==> src/rtl/fft_pkg.sv <==
// Shared constants, read-side state encoding and address helper for the FFT
// frame buffer slice.
package fft_pkg;

    localparam int WIDTH_DEF = 36;
    localparam int NPTS      = 16;
    localparam int PTR_W     = 4;
    localparam int CNT_W     = 8;

    typedef enum logic [1:0] {
        RD_IDLE   = 2'd0,
        RD_LAUNCH = 2'd1,
        RD_WAIT   = 2'd2
    } rd_state_t;

    // Reverse the 4 address bits so a DIT core sees its inputs in bit-reversed order.
    function automatic logic [PTR_W-1:0] bitrev4(input logic [PTR_W-1:0] a);
        return {a[0], a[1], a[2], a[3]};
    endfunction

endpackage

==> src/rtl/fft_frame_buffer_if.sv <==
// Streaming-sample input and parallel-frame output bundle of fft_frame_buffer.
interface fft_frame_buffer_if #(
    parameter int WIDTH = fft_pkg::WIDTH_DEF,
    parameter int NPTS  = fft_pkg::NPTS
);
    import fft_pkg::*;

    // Handshake: a sample transfers on a rising edge where sample_valid and
    // sample_ready are both high; the producer holds sample_in steady while
    // sample_valid is high and sample_ready is low. The frame side has no
    // backpressure: start is a single-cycle pulse, fft_done a single-cycle strobe.
    logic signed [WIDTH-1:0] sample_in;
    logic                    sample_valid;
    logic                    sample_ready;
    logic signed [WIDTH-1:0] f [0:NPTS-1];
    logic                    start;
    logic                    fft_done;
    logic [CNT_W-1:0]        frame_count;
    rd_state_t               rd_state;
    logic [1:0]              full_dbg;

    modport master (
        output sample_in, sample_valid, fft_done,
        input  sample_ready, f, start, frame_count, rd_state, full_dbg
    );

    modport slave (
        input  sample_in, sample_valid, fft_done,
        output sample_ready, f, start, frame_count, rd_state, full_dbg
    );

endinterface

==> src/rtl/fft_frame_bank.sv <==
// One 16-entry sample bank: single write port, every entry readable in parallel.
// Contents are deliberately not reset.
module fft_frame_bank #(
    parameter int WIDTH = fft_pkg::WIDTH_DEF,
    parameter int NPTS  = fft_pkg::NPTS
) (
    input  logic                    clock,
    input  logic                    we,
    input  logic [3:0]              waddr,
    input  logic signed [WIDTH-1:0] wdata,
    output logic signed [WIDTH-1:0] rdata [0:NPTS-1]
);

    logic signed [WIDTH-1:0] mem [0:NPTS-1];

    always_ff @(posedge clock) begin
        if (we) begin
            mem[waddr] <= wdata;
        end
    end

    always_comb begin
        for (int i = 0; i < NPTS; i++) begin
            rdata[i] = mem[i];
        end
    end

endmodule

==> src/rtl/fft_frame_buffer.sv <==
// Ping-pong frame buffer feeding a 16-point FFT: streams samples into two banks
// and presents each full bank in parallel. Build option: FFT_BITREV_IN_EN.
module fft_frame_buffer #(
    parameter int WIDTH = fft_pkg::WIDTH_DEF,
    parameter int NPTS  = fft_pkg::NPTS
) (
    input  logic              clock,
    input  logic              reset,
    fft_frame_buffer_if.slave bus
);
    import fft_pkg::*;

    logic [PTR_W-1:0]        wr_ptr;
    logic                    wr_bank;
    logic                    rd_bank;
    logic [1:0]              full;
    logic [CNT_W-1:0]        frame_count_q;
    rd_state_t               state;
    rd_state_t               state_nxt;

    logic                    accept;
    logic                    frame_fill;
    logic                    frame_release;
    logic [1:0]              full_set;
    logic [1:0]              full_clr;
    logic [1:0]              bank_we;
    logic [PTR_W-1:0]        waddr;
    logic signed [WIDTH-1:0] bank0_q [0:NPTS-1];
    logic signed [WIDTH-1:0] bank1_q [0:NPTS-1];

    // ---------------- write side ----------------
    assign accept        = bus.sample_valid && !full[wr_bank];
    assign frame_fill    = accept && (wr_ptr == 4'd15);
    assign frame_release = (state == RD_WAIT) && bus.fft_done;
    assign bank_we       = {accept && wr_bank, accept && !wr_bank};

`ifdef FFT_BITREV_IN_EN
    assign waddr = bitrev4(wr_ptr);
`else
    assign waddr = wr_ptr;
`endif

    always_ff @(posedge clock or posedge reset) begin
        if (reset) begin
            wr_ptr  <= '0;
            wr_bank <= 1'b0;
        end else if (accept) begin
            wr_ptr <= wr_ptr + 4'd1;
            if (frame_fill) begin
                wr_bank <= !wr_bank;
            end
        end
    end

    fft_frame_bank #(.WIDTH(WIDTH), .NPTS(NPTS)) u_bank0 (
        .clock (clock),
        .we    (bank_we[0]),
        .waddr (waddr),
        .wdata (bus.sample_in),
        .rdata (bank0_q)
    );

    fft_frame_bank #(.WIDTH(WIDTH), .NPTS(NPTS)) u_bank1 (
        .clock (clock),
        .we    (bank_we[1]),
        .waddr (waddr),
        .wdata (bus.sample_in),
        .rdata (bank1_q)
    );

    // ---------------- full flags ----------------
    // A fill and a release may land on the same edge; each touches only its own bank.
    always_comb begin
        full_set = '0;
        full_clr = '0;
        if (frame_fill) begin
            full_set[wr_bank] = 1'b1;
        end
        if (frame_release) begin
            full_clr[rd_bank] = 1'b1;
        end
    end

    always_ff @(posedge clock or posedge reset) begin
        if (reset) begin
            full <= '0;
        end else begin
            full <= (full & ~full_clr) | full_set;
        end
    end

    // ---------------- read side ----------------
    always_ff @(posedge clock or posedge reset) begin
        if (reset) begin
            rd_bank       <= 1'b0;
            frame_count_q <= '0;
        end else if (frame_release) begin
            rd_bank       <= !rd_bank;
            frame_count_q <= frame_count_q + 8'd1;
        end
    end

    always_ff @(posedge clock or posedge reset) begin
        if (reset) begin
            state <= RD_IDLE;
        end else begin
            state <= state_nxt;
        end
    end

    // Looking at the pending fill lets start follow the 16th write by one cycle.
    always_comb begin
        state_nxt = state;
        case (state)
            RD_IDLE: begin
                if (full[rd_bank] || full_set[rd_bank]) begin
                    state_nxt = RD_LAUNCH;
                end
            end
            RD_LAUNCH: begin
                state_nxt = RD_WAIT;
            end
            RD_WAIT: begin
                if (bus.fft_done) begin
                    state_nxt = RD_IDLE;
                end
            end
            default: begin
                state_nxt = RD_IDLE;
            end
        endcase
    end

    always_comb begin
        bus.start = (state == RD_LAUNCH);
    end

    always_comb begin
        for (int i = 0; i < NPTS; i++) begin
            bus.f[i] = rd_bank ? bank1_q[i] : bank0_q[i];
        end
    end

    assign bus.sample_ready = !full[wr_bank];
    assign bus.frame_count  = frame_count_q;
    assign bus.rd_state     = state;
    assign bus.full_dbg     = full;

endmodule
==> src/flat_wrapper.sv <==
// flat-port wrapper written by rule: the top's interface ports become plain ports
module fft_frame_buffer_flat import fft_pkg::*;
#(
    parameter int WIDTH = fft_pkg::WIDTH_DEF,
    parameter int NPTS  = fft_pkg::NPTS
)
  (clock, reset, bus_sample_in, bus_sample_valid, bus_fft_done, bus_sample_ready, bus_f, bus_start, bus_frame_count, bus_rd_state, bus_full_dbg);
  fft_frame_buffer_if #(.WIDTH(WIDTH), .NPTS(NPTS)) bus_i ();
  input  logic clock;
  input  logic reset;
  input wire logic [$bits(bus_i.sample_in)-1:0] bus_sample_in;
  input wire logic [$bits(bus_i.sample_valid)-1:0] bus_sample_valid;
  input wire logic [$bits(bus_i.fft_done)-1:0] bus_fft_done;
  output wire logic [$bits(bus_i.sample_ready)-1:0] bus_sample_ready;
  output wire logic [$bits(bus_i.f)-1:0] bus_f;
  output wire logic [$bits(bus_i.start)-1:0] bus_start;
  output wire logic [$bits(bus_i.frame_count)-1:0] bus_frame_count;
  output wire logic [$bits(bus_i.rd_state)-1:0] bus_rd_state;
  output wire logic [$bits(bus_i.full_dbg)-1:0] bus_full_dbg;
  assign bus_i.sample_in = bus_sample_in;
  assign bus_i.sample_valid = bus_sample_valid;
  assign bus_i.fft_done = bus_fft_done;
  assign bus_sample_ready = bus_i.sample_ready;
  assign bus_f = {>>{bus_i.f}};
  assign bus_start = bus_i.start;
  assign bus_frame_count = bus_i.frame_count;
  assign bus_rd_state = bus_i.rd_state;
  assign bus_full_dbg = bus_i.full_dbg;
  fft_frame_buffer #(.WIDTH(WIDTH), .NPTS(NPTS)) u_core (.clock(clock), .reset(reset), .bus(bus_i));
endmodule
==> config.mk <==
export PLATFORM = sky130hd
export DESIGN_NAME = fft_frame_buffer_flat
export DESIGN_NICKNAME = d
export VERILOG_FILES = /design/src/rtl/fft_pkg.sv /design/src/rtl/fft_frame_buffer_if.sv /design/src/rtl/fft_frame_bank.sv /design/src/rtl/fft_frame_buffer.sv /design/src/flat_wrapper.sv
export SDC_FILE = /design/constraint.sdc
export NUM_CORES = 1
export LEC_CHECK = 0
export ABC_AREA = 0
export BUFFER_PORTS_ARGS = -buffer_cell sky130_fd_sc_hd__buf_4
export CORE_ASPECT_RATIO = 0.9
export CORE_UTILIZATION = 50
export DETAILED_ROUTE_END_ITERATION = 7
export PLACE_DENSITY_LB_ADDON = 0.12
export SYNTH_ARGS = -nofsm -noshare
export SYNTH_HDL_FRONTEND = slang
export SYNTH_SLANG_ARGS = --single-unit
==> constraint.sdc <==
create_clock -name clock -period 11.9 [get_ports clock]
set_clock_uncertainty 0.1 [all_clocks]
set_input_delay 2.38 -clock clock [delete_from_list [all_inputs] [get_ports clock]]
set_output_delay 2.38 -clock clock [all_outputs]
set_load 0.1 [all_outputs]
==> results by group <==
Global routing
  • Number of global-route vias before repair: 20760
  • Overflow after GRT: 0
  • Global-route wire length before repair: 146.4 mm
  • Initial antenna violation count: 1
  • Gr usage total: 0.2403
  • Largest net degree at the start of global routing: 186

Worst hold path
  • HP Start: u_core.bus.frame_count[7]
  • HP Class: flop to flop

Clock network
  • Clock Tree Root: clkbuf_16
  • Post-cts sizing count: 0
  • H-tree levels: 3
  • Post-CTS setup buffer count: 0
  • CTS tree: yes
  • CTS buffer count: 114
  • Clk sink count: 1170
  • Worst-skew pair later-pin latency: 0.67 ns
  • # hold bufs at CTS: 0
  • CTS clk-pin slew, worst paths: 0.06 ns
  • Clk buf depth: 3

STA
  • Tcrit/Tclk final: 0.5420
  • Setup_tns: 0 ns
  • Endpoints failing setup: 0
  • Hold Fails Final Rpt: 0
  • Final Slew Violations: 0
  • Final min period: 6.450 ns
  • Least-Margin Pin Slew: 1.166 ns
  • Final hold slack: 0.3878 ns
  • Maximum clock frequency: 0.1551 GHz
  • Max_slew headroom: 0.2227
  • Final worst slack: 5.450 ns
  • Unrepaired setup endpoints after global routing: no

Synthesis
  • Ys Warns: 0
  • Synth cell types: 32
  • Syn nets: 1958
  • Mapped Cells: 1913
  • Asr flop ratio synth: 0.01538
  • EDFF count, synth: 1152
  • Synth Flop Type: edfxtp_1
  • Seq/Total Area, Yosys: 0.8250
  • Seq cells post-synth: 1170
  • Syn Area/Cell: 22.20 um2
  • Cell area after synthesis: 42480 um2

Floorplanning
  • Core Rows: 101
  • Starting Density: 0.5039
  • Die width: 309.2 um
  • Die height: 278.5 um
  • Io pins: 630
  • Core area: 84290 um2
  • Die area: 86120 um2

Finish
  • Nets: 2669
  • Area growth, synth to finish: 23.75%
  • N_diodes: 0
  • Non-filler cells, final: 3848
  • Share of layout cells above drive strength 1: 0.5333

Setup path
  • Worst Path Required: 9.42 ns
  • Startpoint types: flop
  • Crit-path cells: buf_12 -> buf_4 -> mux2_2 -> buf_4
  • Max incr delay on CP: 0.98 ns
  • CP Max Fanout: 144
  • Cell mode on critical path: buf_4
  • Critical path data arrival time: 3.97 ns
  • Crit path launch: u_core.rd_bank
  • R2r startpoint: u_core.wr_bank
  • Setup CP Type: flop to output port
  • Slowest stage cell, crit path: buf_4
  • Setup crit end kind: output port

Detailed routing
  • Routed wire per std cell: 27.29 um
  • # DRC: 0
  • Drt pass-1 iters: 6
  • Initial DRC Count: 1496
  • Via count: 20650
  • Routed Wire Length: 105.0 mm
  • Vias/cell: 5.367
  • Routed Antenna Nets: 0

Place
  • Routability Congestion: 0.7956
  • DP Wirelength: 62.55 mm
  • IO buf count: 629
  • Dpl cells: 3641
  • Dpl ws: 6.198 ns

Run status
  • Status: finished clean

Flow run
  • Max-cap violation count: 0
[final timing paths]
kind                       cells after the start                        end  slack, ns
max                                            4                  bus_f[83]       5.45
min                                            1  u_core.bus.frame_count[7]       0.39
max reg2reg                                    4   u_core.u_bank1.mem[9][2]       9.11
min reg2reg                                    1  u_core.bus.frame_count[7]       0.39
max in group asynchronous                      2             u_core.rd_bank       9.31
min in group asynchronous                      2  u_core.bus.frame_count[4]       1.77
[flip-flops by register name, summed over array words and instances (netlist names)]
| signal | count |
|---|---|
| u_core.bus.frame_count | 8 |
| u_core.bus.full_dbg | 2 |
| u_core.bus.rd_state | 2 |
| u_core.rd_bank | 1 |
| u_core.u_bank0.mem | 576 |
| u_core.u_bank1.mem | 576 |
| u_core.waddr | 4 |
| u_core.wr_bank | 1 |
[cell usage after synthesis, types with 3 or more instances]
cell type / instances / area share
buf_2: 63 / 0.0074
clkbuf_1: 6 / 0.00053
dfrtp_1: 18 / 0.011
edfxtp_1: 1152 / 0.81
ha_1: 5 / 0.0015
inv_1: 6 / 0.00053
mux2_2: 577 / 0.15
nand2_1: 4 / 0.00035
nand2b_1: 3 / 0.00044
nand3_1: 12 / 0.0014
nor2_1: 30 / 0.0027
nor4_1: 4 / 0.00059
xnor2_1: 7 / 0.0014
xor2_1: 4 / 0.00082
[critical path, delay by kind of cell, from the launching register on]
kind | cells | cell delay (ns)
buffers and inverters | 3 | 1.75
flip-flops | 1 | 0.72
multiplexers | 1 | 0.47
[metrics by stage]
stage | utilization | cell area, um2
4_1_cts | 0.6236 | 52560
3_5_place_dp | 0.5789 | 48800
2_1_floorplan | - | 42480
3_3_place_gp | 0.5789 | 48800
6_report | 0.6236 | 52560
5_1_grt | 0.6236 | 52560
[placed cells by master, fill, tap and decap left out, types with 3 or more instances in the layout]
cell           n
clkinv_1      23
inv_6          5
nand3_1       12
nor2_4        27
clkinv_2      23
nor4_2         4
clkinvlp_4     4
buf_4        663
xor2_1         4
dfrtp_1       17
bufinv_16     16
clkbuf_16    116
ha_1           5
xnor2_1        7
nor2_1         3
clkbuf_1      17
nand2_1        4
mux2_2       577
inv_1          5
nand2b_1       3
edfxtp_1    1152
[area by class of cell]
| type | count | area (um2) |
|---|---|---|
| clock buffers | 133 | 2967 |
| clock inverters | 74 | 800.8 |
| fillers | 5949 | 31730 |
| inverters | 6 | 22.52 |
| multi-input cells | 667 | 7292 |
| flip-flops and latches | 1170 | 35050 |
| well taps | 1133 | 1418 |
| repair buffers | 665 | 5017 |
[logic make-up (layout without fill, tap and decap cells)]
logic type | after synthesis | after routing | synth area share
DFF | 1170 | 1170 | 0.8250
muxes | 579 | 579 | 0.1535
buffers and inverters | 76 | 878 | 0.008660
and+or+nand+nor | 67 | 67 | 0.007806
xor gates and xnor gates | 11 | 11 | 0.002268
adders and majority gates | 5 | 5 | 0.001473
AOI/OAI and AO/OA | 5 | 5 | 0.001296
[metal layers]
metal,GRT usage,up-vias,routed length (um)
met3,0.06359,133,7722
met2,0.4032,703,52810
li1,-,9025,-
met4,0.06867,2,2689
met1,0.3078,10790,41790
met5,0,-,13
Power is left out: the tool's default activity adds up to more than one toggle a clock period on the data nets, which glitch-free logic cannot reach.
